<file path="src/rtl/alu_pkg.sv">
// Shared ALU definitions: datapath width and the operation encoding.
package alu_pkg;

    localparam int XLEN = 32;

    typedef enum logic [3:0] {
        ALU_AND = 4'b0000,
        ALU_OR  = 4'b0001,
        ALU_ADD = 4'b0010,
        ALU_SUB = 4'b0110
    } alu_op_t;

endpackage

</file>
<file path="src/rtl/alu.sv">
// Combinational ALU: AND/OR/ADD/SUB; unknown op codes produce a zero result.
module alu
    import alu_pkg::*;
(
    input  logic [3:0]      op,
    input  logic [XLEN-1:0] a,
    input  logic [XLEN-1:0] b,
    output logic [XLEN-1:0] result,
    output logic            zero
);

    // Select the operation; ADD/SUB wrap modulo 2^XLEN, anything unrecognised yields 0.
    always_comb begin
        result = '0;
        case (op)
            ALU_AND: result = a & b;
            ALU_OR:  result = a | b;
            ALU_ADD: result = a + b;
            ALU_SUB: result = a - b;
            default: result = '0;
        endcase
        zero = (result == '0);
    end

endmodule

</file>
<file path="src/rtl/alu_arbiter.sv">
// Two-requester round-robin front end for a shared ALU with a single registered response slot.
module alu_arbiter
    import alu_pkg::*;
#(
    parameter bit FIRST_PRIO = 1'b0
) (
    input  logic            clk,
    input  logic            rst,
    input  logic            req0_valid,
    output logic            req0_ready,
    input  logic [3:0]      req0_op,
    input  logic [XLEN-1:0] req0_a,
    input  logic [XLEN-1:0] req0_b,
    input  logic            req1_valid,
    output logic            req1_ready,
    input  logic [3:0]      req1_op,
    input  logic [XLEN-1:0] req1_a,
    input  logic [XLEN-1:0] req1_b,
    output logic            resp_valid,
    input  logic            resp_ready,
    output logic            resp_id,
    output logic [XLEN-1:0] resp_result,
    output logic            resp_zero
);

    logic            last_grant;
    logic            grant;
    logic            grant_valid;
    logic            can_accept;
    logic            handshake;
    logic [3:0]      sel_op;
    logic [XLEN-1:0] sel_a;
    logic [XLEN-1:0] sel_b;
    logic [XLEN-1:0] alu_result;
    logic            alu_zero;

    // Pick a requester: a lone valid wins, contention goes to whoever was not served last.
    always_comb begin
        grant_valid = req0_valid || req1_valid;
        grant       = 1'b0;
        if (req0_valid && req1_valid) begin
            grant = ~last_grant;
        end else if (req1_valid) begin
            grant = 1'b1;
        end
        can_accept = !resp_valid || resp_ready;
        req0_ready = !rst && can_accept && grant_valid && (grant == 1'b0);
        req1_ready = !rst && can_accept && grant_valid && (grant == 1'b1);
        handshake  = (req0_valid && req0_ready) || (req1_valid && req1_ready);
        sel_op     = grant ? req1_op : req0_op;
        sel_a      = grant ? req1_a  : req0_a;
        sel_b      = grant ? req1_b  : req0_b;
    end

    alu u_alu (
        .op     (sel_op),
        .a      (sel_a),
        .b      (sel_b),
        .result (alu_result),
        .zero   (alu_zero)
    );

    // Response slot: load on handshake, drop valid once consumed, hold under backpressure.
    always_ff @(posedge clk) begin
        if (rst) begin
            resp_valid  <= 1'b0;
            resp_result <= '0;
            resp_zero   <= 1'b0;
            resp_id     <= 1'b0;
            last_grant  <= ~FIRST_PRIO;
        end else if (handshake) begin
            resp_valid  <= 1'b1;
            resp_result <= alu_result;
            resp_zero   <= alu_zero;
            resp_id     <= grant;
            last_grant  <= grant;
        end else if (resp_ready) begin
            resp_valid  <= 1'b0;
        end
    end

endmodule

</file>
<file path="config.mk">
export PLATFORM = sky130hd
export DESIGN_NAME = alu_arbiter
export DESIGN_NICKNAME = d
export VERILOG_FILES = /design/src/rtl/alu_pkg.sv /design/src/rtl/alu.sv /design/src/rtl/alu_arbiter.sv
export SDC_FILE = /design/constraint.sdc
export NUM_CORES = 1
export LEC_CHECK = 0
export BUFFER_PORTS_ARGS = -buffer_cell sky130_fd_sc_hd__buf_2
export CAP_MARGIN = 15
export CORE_UTILIZATION = 40
export DETAILED_ROUTE_END_ITERATION = 6
export GPL_ROUTABILITY_DRIVEN = 0
export GPL_TIMING_DRIVEN = 0
export PLACE_DENSITY = 0.67
export SLEW_MARGIN = 20
export SYNTH_ARGS = -nofsm -noshare
export SYNTH_HDL_FRONTEND = slang
export SYNTH_HIERARCHICAL = 1
export SYNTH_SLANG_ARGS = --single-unit
</file>
<file path="constraint.sdc">
create_clock -name clk -period 17.9 [get_ports clk]
set_input_delay 3.58 -clock clk [delete_from_list [all_inputs] [get_ports clk]]
set_output_delay 3.58 -clock clk [all_outputs]
set_load 0.02 [all_outputs]
</file>
---- Word-level counts from Yosys, hierarchy flattened ----
Index checks and enable logic that the tools add are counted.
cells by class
  equality and inequality tests ........... 3
  reduce and logical (&&, ||, !) cells .... 15
  add/sub/neg operators ................... 2
  bitwise gates (word level) .............. 4
  multiplexer cells ....................... 8
operators by type and width
  operator              count
  $pmux W32 S4          1
  $mux W32              2
  $add A32 B32 Y32      1
  $and A32 B32 Y32      1
  $logic_not A32 Y1     1
  $or A32 B32 Y32       1
  $sub A32 B32 Y32      1
  $logic_and A1 B1 Y1   7
  $eq A4 B1 Y1 const B  1
  $eq A4 B2 Y1 const B  1
  $eq A4 B3 Y1 const B  1
  $logic_not A4 Y1      1
  $mux W1               4
  $mux W4               1
  $logic_or A1 B1 Y1    3
  $logic_not A1 Y1      2
  $not A1 Y1            2
  $reduce_bool A2 Y1    1
word-level totals
  output and inout port bits .............. 37
  input port bits ......................... 141
  register bits ........................... 36

---- Logic depth before layout (Yosys ltp) ----
Gate-level depths: netlist of the first run.
  depth after elaboration ................. 8
  gate-level depth with buffers ........... 26
  depth with buffers taken out ............ 24

---- By module ----
Netlist of the first run, hierarchy kept.
by module, submodules not included
  module       area each (um2)  cells an instance  sequential area each (um2)  times used
  alu          3370.7           498                0.0                         1
  alu_arbiter  2282.2           243                720.7                       1

---- Worst setup path before layout of the first run ----
No wires, ideal clock.
  path type ............................... input port to flip-flop
  start ................................... input req1_valid
  end ..................................... register resp_zero
  setup slack ............................. 9.237 ns
  stages .................................. 22
  arrival ................................. 8.593 ns
  setup time .............................. 0.070 ns
  data required time ...................... 17.830 ns
  cell sequence ........................... a21boi_2 -> buf_4 -> mux2_2 -> nor3b_1 -> clkbuf_1 -> clkbuf_1 -> and2_1 -> clkbuf_1 -> a21oi_1 -> xnor2_1 -> ha_1 -> buf_2 -> nand4_1 -> or4_4 -> o21a_4 -> o311ai_4 -> a311o_1 -> o311ai_1 -> or3_1 -> nor4_2 -> nand3b_1 -> a21oi_1
between the ends
  cells in the longest elaborated chain, start to end .. 6
  elaborated cells on any way between the ends .. 24
ends and longest elaborated chain
  what                                                   line                                  source
  from (decl)                                            alu_arbiter.sv:14                     input logic req1_valid,
  $mux W1 / $logic_and A1 B1 Y1 (equally long branches)  alu_arbiter.sv:43, alu_arbiter.sv:41
  $mux W1 *                                              alu_arbiter.sv:41                     if (req0_valid && req1_valid) begin
  $mux W4 *                                              alu_arbiter.sv:50                     sel_op = grant ? req1_op : req0_op;
  named net sel_op[0]                                    alu_arbiter.sv:31                     logic [3:0] sel_op;
  $eq A4 B3 Y1, or another cell as far along             alu.sv:15                             case (op)
  $pmux W32 S4 *                                         alu.sv:15
  named net alu_result[27]                               alu_arbiter.sv:34                     logic [XLEN-1:0] alu_result;
  $logic_not A32 Y1 *                                    alu.sv:22                             zero = (result == '0);
  named net alu_zero                                     alu_arbiter.sv:35                     logic alu_zero;
  to (signal assigned)                                   alu_arbiter.sv:74                     resp_zero <= alu_zero;
  to (decl)                                              alu_arbiter.sv:23                     output logic resp_zero
Mark *: on every way through the listed nets, which the timed path passes. The rest lies on a longest branch.
A chain may end at the register's enable or synchronous reset.

---- Worst setup path in the final report of the first run ----
Same ends and word-level chain as after synthesis.

==> metrics.md, run 1 <==
| Metric | Value |
|---|---|
| Cell taking the most area after synthesis | dfxtp_1 |
| Peak supply drop | between 0.03 and 0.04 mV |
| Status | completed |
| FILL cells | 1431 |
| Post-CTS Resized | 0 |
| Residual DRC | 0 |
| Flops & latches, synth | 36 |
| Worst Tran Pin Value | roughly 990 ps |
| Most frequent cells after synthesis | a21oi_1 (78), o21ai_0 (73), mux2_2 (64), nand2_1 (60), dfxtp_1 (36) |
| GR Overflow Total | 0 |
| Final core occ | approximately half |
| Die Y | roughly 120 um |
| Net count reported at finish | ~1100 |
| Startpoint Class | input pin |
| Worst-skew pair later-pin latency | 270 ps |
| Aggregate negative setup slack | 0 ps |
| Hold buffers post-CTS | 0 |
| Tcrit/Tclk final | around 57% |
| Post-Syn Area per Cell | roughly 7.6 sq um |
| Pleak | about 0.0029 uW |
| Routed length per placed instance | 16.0 um |
| H-tree depth | 2 |
| Setup-failing EPs final | 0 |
| Critical-path top delay cell | nor3b_1 |
| Critical path class | input pin to flop |
| DR vias/cell | approximately 5.7 |
| Worst-path clk slew | 50 ps |
| Number of global-route vias before repair | about 5600 |
| Pwr Density | 66.2 mW/mm^2 |
| Slowest stage delay, CP | about 490 ps |
| FP Rows | 43 |
| RSZ-0062 raised after global routing | false |
| Sequential Power Share | 19.3% |
| Iteration count of the initial detailed-routing pass | 5 |
| Final ANT Viol Nets | 0 |
| Ratio of cells with drive above 1 in the final layout | between 30% and 40% |
| Critical Path RT | between 15000 and 20000 ps |
| Cell with the most instances after synthesis | a21oi_1 |
| Asr flop ratio synth | 0% |
| PortBufs | 177 |
| Initial Utilization | 40.9% |
| First-pass GRT wire length | ~28000 um |
| Ranking of synthesized cells by area | dfxtp_1 (13%), mux2_2 (13%), ha_1 (7.5%) |
| Clk buf depth | 2 |
| Max Fclk | between 0.09 and 0.1 GHz |
| Die width | about 120 um |
| Crit-path max FO | 10 |
| Largest net degree at the start of global routing | 11 |
| Number of synthesized flops with an enable pin | 0 |
| All-Layer GR Usage | 24.0% |
| Antenna cell count | 0 |
| Vias post-DR | about 6300 |
| Internal power | around 260 uW |
| Total die area | 0.0146 sq mm |
| Share of the synthesized area in the top cell type | 12.7% |
| Minimum clock period | a little over 10000 ps |
| Main synth FF type | dfxtp_1 |
| Max-cap violations | 0 |
| CTS root buffer | clkbuf_16 |
| Postcts setup bufs | 0 |
| Syn Inst Count | 741 |
| Clock power frac | between 10% and 20% |
| Core area | around 0.014 sq mm |
| Initial DRC Count | 421 |
| Clock Sinks | 36 |
| Number of synthesis warnings | 6 |
| Layout area overhead | 22.2% |
| Post-detailed-routing wire length | approximately 18000 um |
| Switching power | a little under 200 uW |
| Slew headroom | 33.6% |
| Final hold viol count | 0 |
| HPWL after DPL | around 14000 um |
| CTS buffer count | 5 |
| Distinct cells, synth | between 70 and 80 |
| Mapped cell area | roughly 0.0057 sq mm |
| Logic pwr share | roughly 62% |
| Dpl cell area | 0.00676 sq mm |
| Sequential share of the synthesized area | 12.7% |
| Num ports | ~180 |
| Critical Path AT | approximately 10000 ps |
| CP dominant cell by count | clkbuf_1 |
| Antenna violations before repair | 0 |
| Worst Hold Class | flop to flop |
| CTS tree | done |
| CP Capture Type | flop |
| Final Max Tran Viols | 0 |
| Worst path cell trace | buf_2 > a21boi_2 > buf_4 > mux2_2 > nor3b_1 > clkbuf_1 > clkbuf_1 > nand2_1 > clkbuf_1 > o21ai_0 > inv_1 > ha_1 > nor2b_1 > o211ai_4 > a211oi_2 > nor3_2 > o21a_4 > o311ai_4 > a311o_1 > o311ai_1 > or3_1 > nor4_2 > nand3b_1 > a21oi_1 |
| Finished Cell Area | ~0.007 sq mm |
| Worst Skew | roughly 1.4 ps |
| Sw Share | a little over two fifths |
| Synthesized Nets | 917 |
==> metrics by stage <==
stage          power [uW]  cells  hold WS (ps)  worst slack, ps
2_1_floorplan         298    741           534             9240
3_3_place_gp          367   1098           464             7580
3_5_place_dp          368   1098           468             7550
4_1_cts               455   1106           476             7810
5_1_grt               492   1106           485             7270
6_report              457   1106           471             7760
==> metal layers <==
metal  global-route usage (%)  vias to the layer above  share of wire [%]
met1                     36.1                     2904                 51
met5                        0                        -                  0
met2                     37.1                      223                 43
met4                     5.17                        0                1.5
li1                         -                     3142                  -
met3                     1.69                       21                5.3
==> final timing paths <==
path | startpoint | to | slack, ps | cells past startpoint
worst max-delay path | req1_valid | resp_zero$_SDFFE_PP0P_ | 7760 | 24
worst min-delay path | resp_result[6]$_SDFFE_PP0P_ | resp_result[6]$_SDFFE_PP0P_ | 470 | 2
worst max register to register | last_grant$_SDFFE_PP1P_ | resp_zero$_SDFFE_PP0P_ | 10880 | 23
worst min register to register | resp_result[6]$_SDFFE_PP0P_ | resp_result[6]$_SDFFE_PP0P_ | 470 | 2
==> power groups by stage <==
stage                     clock, uW  combinational, uW  sequential (uW)
after floorplan                   0                202             96.0
final                          85.1                284             88.5
after global placement            0                277             90.0
after global routing           88.8                314             88.9
after detailed placement          0                278             90.0
after CTS                      86.1                280             88.4
==> critical path, delay by kind of cell <==
kind | cells | cell delay, ps
muxes | 1 | 410
adders and majority gates | 1 | 270
AOI/OAI and AO/OA | 9 | 2370
and+or+nand+nor | 7 | 1940
buffers and inverters | 6 | 1750
==> cells in the final DEF, fill, tap and decap left out, types with 12 or more instances in the layout <==
cell and n:
a21oi_1 78, clkbuf_1 33, mux2_2 64, nand3b_1 33, xnor2_1 20, buf_2 185, xor2_1 28, o21ai_0 73
nand3_1 14, maj3_1 24, nor3_1 14, nand2_1 60, ha_1 34, nor2_1 31, o31ai_1 12, dfxtp_1 36
==> sequential cells by signal, indices dropped and copies added (netlist names) <==
register,count
last_grant,1
resp_valid,1
resp_id,1
resp_zero,1
resp_result,32
==> layout make-up <==
cell class	instances	area [sq um]	area share, %
plain buffers	52	244	3.53
multi-input cells	642	4650	67.2
flip-flops and latches	36	721	10.4
inverters	11	41.3	0.598
clock buffers	8	146	2.12
well taps	180	225	3.26
repair buffers	177	886	12.8
==> cell families after synthesis <==
group                      Yosys count  synth area share, %
adders and majority gates           59                 12.1
AOI/OAI and AO/OA                  244                 27.2
and+or+nand+nor                    219                 21.2
buffers and inverters               63                 5.05
DFF                                 36                 12.7
xor gates and xnor gates            48                 7.44
muxes                               72                 14.3
No activity file was read; power rests on OpenSTA's default activity.
==> run 2: changes to the inputs <==
--- a/config.mk
+++ b/config.mk
@@ -11,7 +11,7 @@
 export DETAILED_ROUTE_END_ITERATION = 6
 export GPL_ROUTABILITY_DRIVEN = 0
 export GPL_TIMING_DRIVEN = 0
-export PLACE_DENSITY = 0.67
+export PLACE_DENSITY = 0.7
 export SLEW_MARGIN = 20
 export SYNTH_ARGS = -nofsm -noshare
 export SYNTH_HDL_FRONTEND = slang
==> constraint.sdc (replaced) <==
create_clock -name clk -period 8.24 [get_ports clk]
set_input_delay 1.648 -clock clk [delete_from_list [all_inputs] [get_ports clk]]
set_output_delay 1.648 -clock clk [all_outputs]
set_load 0.02 [all_outputs]
==> run 2 against run 1 <==
Worst hold slack improved by 2.9 ps. Clock power increased by 120%. Cell area increased by 0.11%. Setup slack got worse by 7300 ps. First-iteration DRC count increased by 7.8%. Non-clock buffer count unchanged.
==> metrics.md, run 2 (synthesis results as in run 1) <==
| Metric | Value |
|---|---|
| Status | completed |
| Number of global-route vias before repair | 5784 |
| Pwr Density | ~140 mW/mm^2 |
| DR vias/cell | about 5.6 |
| Num ports | 178 |
| Worst Skew | 2.60 ps |
| Final ANT Viol Nets | 0 |
| CP Capture Type | flop |
| Final hold viol count | 0 |
| Reg-to-Reg Start | last_grant$_SDFFE_PP1P_ |
| Internal power | 566 uW |
| Slew headroom | 40.3% |
| Routed length per placed instance | between 15 and 20 um |
| Iteration count of the initial detailed-routing pass | 5 |
| Max FFs per register | 32 |
| Setup-failing EPs final | 0 |
| Total die area | ~0.015 sq mm |
| Vias post-DR | 6230 |
| H-tree depth | 2 |
| Crit-path max FO | 10 |
| CTS buffer count | 5 |
| Clock Sinks | 36 |
| Aggregate negative setup slack | 0 ps |
| GR Overflow Total | 0 |
| Core area | about 0.014 sq mm |
| Worst Tran Pin Value | between 800 and 900 ps |
| Critical Path RT | between 8000 and 9000 ps |
| CP dominant cell by count | clkbuf_2 |
| Clock power frac | roughly a fifth |
| Most common cell after layout, fill and taps aside | buf_2 |
| Die Y | around 120 um |
| Initial Utilization | between 40% and 50% |
| Peak supply drop | between 0.07 and 0.08 mV |
| Max-cap violations | 0 |
| Sw Share | 43.1% |
| First-pass GRT wire length | about 28000 um |
| Worst path cell trace | buf_2 > a21boi_2 > buf_4 > mux2_2 > nor3b_2 > clkbuf_2 > clkbuf_2 > nand2_1 > clkbuf_1 > o21ai_0 > inv_1 > ha_1 > nor2b_1 > o211ai_4 > a211oi_2 > nor3_2 > o21a_4 > o311ai_4 > a311o_1 > o311ai_1 > or3_1 > nor4_2 > nand3b_1 > a21oi_1 |
| FP Rows | 43 |
| Final Max Tran Viols | 0 |
| Startpoint Class | input pin |
| All-Layer GR Usage | approximately a quarter |
| Critical-path top delay cell | o21ai_0 |
| Largest net degree at the start of global routing | 11 |
| Antenna violations before repair | 0 |
| Worst-skew pair later-pin latency | between 200 and 300 ps |
| Logic pwr share | ~62% |
| Minimum clock period | around 8000 ps |
| Initial DRC Count | approximately 450 |
| Tcrit/Tclk final | a little over nine tenths |
| Register bank with the most flops | resp_result |
| Max Fclk | 0.128 GHz |
| Worst setup path startpoint | req1_valid |
| Critical Path AT | 8010 ps |
| Worst Hold Class | flop to flop |
| Switching power | between 400 and 500 uW |
| Worst Reg2Reg Path Length in Cells | 23 |
| Net count reported at finish | roughly 1100 |
| Ratio of cells with drive above 1 in the final layout | a little under a third |
| Reg2reg setup slack | about 1600 ps |
| Sequential Power Share | between 10% and 20% |
| Post-detailed-routing wire length | about 18000 um |
| Residual DRC | 0 |
| CTS root buffer | clkbuf_16 |
| Antenna cell count | 0 |
| RSZ-0062 raised after global routing | false |
| CTS tree | done |
| Critical path class | input pin to flop |
| Final Power | ~1000 uW |
| Hold slack | between 400 and 500 ps |
| Layout area overhead | 22.4% |
| Worst r2r dst | resp_zero$_SDFFE_PP0P_ |
| HPWL after DPL | between 10000 and 15000 um |
| Worst-path clk slew | approximately 50 ps |
| Slowest stage delay, CP | between 400 and 500 ps |
| Commonest non-fill, non-tap cells in the layout | buf_2 (185), a21oi_1 (78), o21ai_0 (73), mux2_2 (64), nand2_1 (60) |
| PortBufs | about 180 |
| Pleak | 0.00295 uW |
| Clk buf depth | 2 |
| Die width | 121 um |
| CP endpoint | resp_zero$_SDFFE_PP0P_ |
==> run 2: cell counts in the layout (fill, tap and decap cells not counted) <==
No cell type changed its count.
==> run 2: worst max-delay path, delay by kind of cell <==
family	cells	cell delay, ps
adder cells (fa/ha/maj)	1	270
multiplexers	1	410
AO/OA/AOI/OAI	9	2400
buffers and inverters	6	1450
AND/OR/NAND/NOR	7	1790
==> run 2: routing by layer <==
| metal | track usage [%] | vias up | share of wire [%] |
|---|---|---|---|
| met5 | 0 | - | 0 |
| met4 | 6.25 | 0 | 1.8 |
| met3 | 2.91 | 24 | 6.8 |
| met2 | 38.4 | 235 | 43 |
| met1 | 33.6 | 2841 | 48 |
| li1 | - | 3130 | - |
==> run 2: worst min-delay path by stage <==
stage,endpoint,startpoint,slack [ps],cells after the start
after floorplan,last_grant$_SDFFE_PP1P_,last_grant$_SDFFE_PP1P_,530,2
after global placement,resp_result[11]$_SDFFE_PP0P_,resp_result[11]$_SDFFE_PP0P_,460,2
after detailed placement,resp_result[11]$_SDFFE_PP0P_,resp_result[11]$_SDFFE_PP0P_,470,2
after CTS,resp_result[11]$_SDFFE_PP0P_,resp_result[11]$_SDFFE_PP0P_,470,2
after global routing,resp_result[17]$_SDFFE_PP0P_,resp_result[17]$_SDFFE_PP0P_,480,2
final,resp_result[4]$_SDFFE_PP0P_,resp_result[4]$_SDFFE_PP0P_,470,2
==> run 2: cell type report <==
type	count	area (sq um)
fillers	1414	6910
multi-input cells	642	4650
repair buffers	177	886
flip-flops and latches	36	721
plain buffers	52	246
well taps	180	225
clock buffers	8	146
inverters	11	41.3
==> run 2: repair_timing <==
item / 4_1_cts / 5_1_grt
setup buffers: 0 / 0
gates resized for setup: 0 / 5
hold buffers: 0 / 0
setup endpoints to repair: 0 / 3
==> run 2: power groups by stage <==
stage          clock network [uW]  registers [uW]  logic [uW]
4_1_cts                       187             192         608
6_report                      186             192         617
2_1_floorplan                   0             209         439
3_5_place_dp                    0             196         604
3_3_place_gp                    0             195         599
5_1_grt                       193             193         681
==> run 2: metrics by stage <==
stage | std cells | setup WS (ps) | area, sq um | util (%)
floorplan | 741 | 1510 | 5650 | -
global placement | 1098 | -207 | 6760 | 48.9
detailed placement | 1098 | -203 | 6760 | 48.9
CTS | 1106 | 37.7 | 6910 | 50.0
global route | 1106 | 180 | 6920 | 50.0
finish | 1106 | 441 | 6920 | 50.0
==> run 3: changes to the inputs <==
==> constraint.sdc (replaced) <==
create_clock -name clk -period 8.24 [get_ports clk]
set_input_delay 0.824 -clock clk [delete_from_list [all_inputs] [get_ports clk]]
set_output_delay 0.824 -clock clk [all_outputs]
set_load 0.02 [all_outputs]
==> run 3 against run 2 <==
Critical path depth unchanged. First-iteration DRC count increased by 1.1%. Routed wire length barely moved. Utilization decreased by 0.054 points. Die area stayed put. Sequential power hardly changed. Flip-flop and latch count unchanged.
==> metrics.md, run 3 (synthesis results as in run 1) <==
| Metric | Value |
|---|---|
| Status | completed |
| Antenna violations before repair | 0 |
| FP Rows | 43 |
| WP buf/inv | 6 |
| Pwr Density | approximately 140 mW/mm^2 |
| Critical Path RT | around 8500 ps |
| Total die area | around 0.015 sq mm |
| Worst Tran Pin Value | slightly below 900 ps |
| Aggregate negative setup slack | 0 ps |
| Most common cell after layout, fill and taps aside | buf_2 |
| Largest net degree at the start of global routing | 11 |
| Hold buffers post-CTS | 0 |
| Peak supply drop | about 0.076 mV |
| Worst Reg2Reg Path Length in Cells | 23 |
| Worst-path clk slew | about 50 ps |
| Worst path cell trace | buf_2 > a21boi_2 > buf_4 > mux2_2 > nor3b_1 > clkbuf_1 > clkbuf_1 > nand2_1 > clkbuf_1 > o21ai_0 > inv_1 > ha_1 > nor2b_1 > o211ai_4 > a211oi_2 > nor3_2 > o21a_4 > o311ai_4 > a311o_1 > o311ai_1 > or3_1 > nor4_2 > nand3b_1 > a21oi_1 |
| Final ANT Viol Nets | 0 |
| Routed length per placed instance | 15.9 um |
| Core area | approximately 0.014 sq mm |
| Max FFs per register | 32 |
| WHS Path Cells | 2 |
| Critical-path top delay cell | nor3b_1 |
| Clk buf depth | 2 |
| Worst Skew | 2.61 ps |
| Initial DRC Count | ~460 |
| DR vias/cell | between 5 and 6 |
| HP Start | resp_result[4]$_SDFFE_PP0P_ |
| Die Y | ~120 um |
| Minimum clock period | roughly 7500 ps |
| Final Worst Setup Slack | between 600 and 700 ps |
| Post-detailed-routing wire length | between 15000 and 20000 um |
| CTS tree | done |
| Setup-failing EPs final | 0 |
| Final Max Tran Viols | 0 |
| Critical path class | input pin to flop |
| Dpl ws | about 620 ps |
| Register bank with the most flops | resp_result |
| Startpoint Class | input pin |
| Die width | about 120 um |
| First-pass GRT wire length | around 28000 um |
| Crit-path max FO | 10 |
| Slew headroom | roughly two fifths |
| Max-cap violations | 0 |
| Final hold viol count | 0 |
| CTS root buffer | clkbuf_16 |
| HPWL after DPL | 14500 um |
| Worst Hold Class | flop to flop |
| Number of global-route vias before repair | ~5800 |
| FILL cells | 1412 |
| RSZ-0062 raised after global routing | false |
| Commonest non-fill, non-tap cells in the layout | buf_2 (185), a21oi_1 (78), o21ai_0 (73), mux2_2 (64), nand2_1 (60) |
| Ratio of cells with drive above 1 in the final layout | 30.7% |
| Worst Hold Path EP | resp_result[4]$_SDFFE_PP0P_ |
| Residual DRC | 0 |
| GR Overflow Total | 0 |
| Post-CTS Resized | 0 |
| CP Capture Type | flop |
| Delay-heaviest family, CP | compound AO/OA/AOI/OAI gates |
| Initial Utilization | approximately 41% |
| Tcrit/Tclk final | around nine tenths |
| Slowest stage delay, CP | around 530 ps |
| All-Layer GR Usage | between 20% and 30% |
| Net count reported at finish | around 1100 |
| CTS buffer count | 5 |
| H-tree depth | 2 |
| Postcts setup bufs | 0 |
| Hold slack | 474 ps |
| Reg-to-Reg Start | last_grant$_SDFFE_PP1P_ |
| Antenna cell count | 0 |
| Worst-skew pair later-pin latency | about 280 ps |
| Num ports | ~180 |
| Max Fclk | roughly 0.13 GHz |
| Iteration count of the initial detailed-routing pass | 5 |
| Reg2reg setup slack | approximately 1100 ps |
| Vias post-DR | slightly above 6000 |
| Layout area overhead | 22.2% |
| Pleak | between 0.002 and 0.003 uW |
| Worst r2r dst | resp_zero$_SDFFE_PP0P_ |
| Clock Sinks | 36 |
| Critical Path AT | around 7800 ps |
| CP dominant cell by count | clkbuf_1 |
| PortBufs | between 150 and 200 |
## run 3: worst register-to-register path, stage by stage, from the launching register on
cell and delay, ps:
dfxtp_1 310, a21boi_2 420, buf_4 300, mux2_2 410
nor3b_1 530, clkbuf_1 450, clkbuf_1 440, nand2_1 340
clkbuf_1 390, o21ai_0 440, inv_1 90, ha_1 270
nor2b_1 260, o211ai_4 110, a211oi_2 410, nor3_2 150
o21a_4 260, o311ai_4 290, a311o_1 210, o311ai_1 140
or3_1 390, nor4_2 260, nand3b_1 120, a21oi_1 130
## run 3: power breakdown
part           internal [uW]  leakage, uW  switching [uW]
registers                186     0.000293            5.85
logic                    260      0.00257             357
clock network            120    0.0000712            66.0
total                    566      0.00294             428
## run 3: through the flow
| stage | total power (uW) | utilization [%] | std cells | area, sq um |
|---|---|---|---|---|
| 2_1_floorplan | 648 | - | 741 | 5650 |
| 6_report | 994 | 50.0 | 1106 | 6910 |
| 5_1_grt | 1070 | 50.0 | 1106 | 6910 |
| 4_1_cts | 987 | 50.0 | 1106 | 6910 |
| 3_3_place_gp | 794 | 48.9 | 1098 | 6760 |
| 3_5_place_dp | 800 | 48.9 | 1098 | 6760 |
## run 3: per-layer routing
| layer | vias up | share of wire, % | GRT usage, % | wire length (um) |
|---|---|---|---|---|
| met4 | 0 | 1.9 | 6.25 | 325 |
| met2 | 233 | 43 | 38.4 | 7570 |
| met5 | - | 0 | 0 | 0 |
| li1 | 3129 | - | - | - |
| met3 | 26 | 6.7 | 2.91 | 1180 |
| met1 | 2840 | 48 | 33.6 | 8480 |
## run 3: worst max-delay path by stage
stage,end,slack (ps),from,cells past startpoint
after floorplan,resp_zero$_SDFFE_PP0P_,2330,req1_valid,22
after global placement,resp_zero$_SDFFE_PP0P_,620,req1_valid,24
after detailed placement,resp_zero$_SDFFE_PP0P_,620,req0_valid,24
after CTS,resp_zero$_SDFFE_PP0P_,860,req1_valid,24
after global routing,resp_zero$_SDFFE_PP0P_,450,req1_valid,24
final,resp_zero$_SDFFE_PP0P_,700,req1_valid,24
## run 3: final cells by class
cell class	instances	area, sq um	area share (%)
plain buffers	52	244	3.53
clock buffers	8	146	2.12
inverters	11	41.3	0.598
multi-input cells	642	4650	67.2
flip-flops and latches	36	721	10.4
well taps	180	225	3.26
repair buffers	177	886	12.8
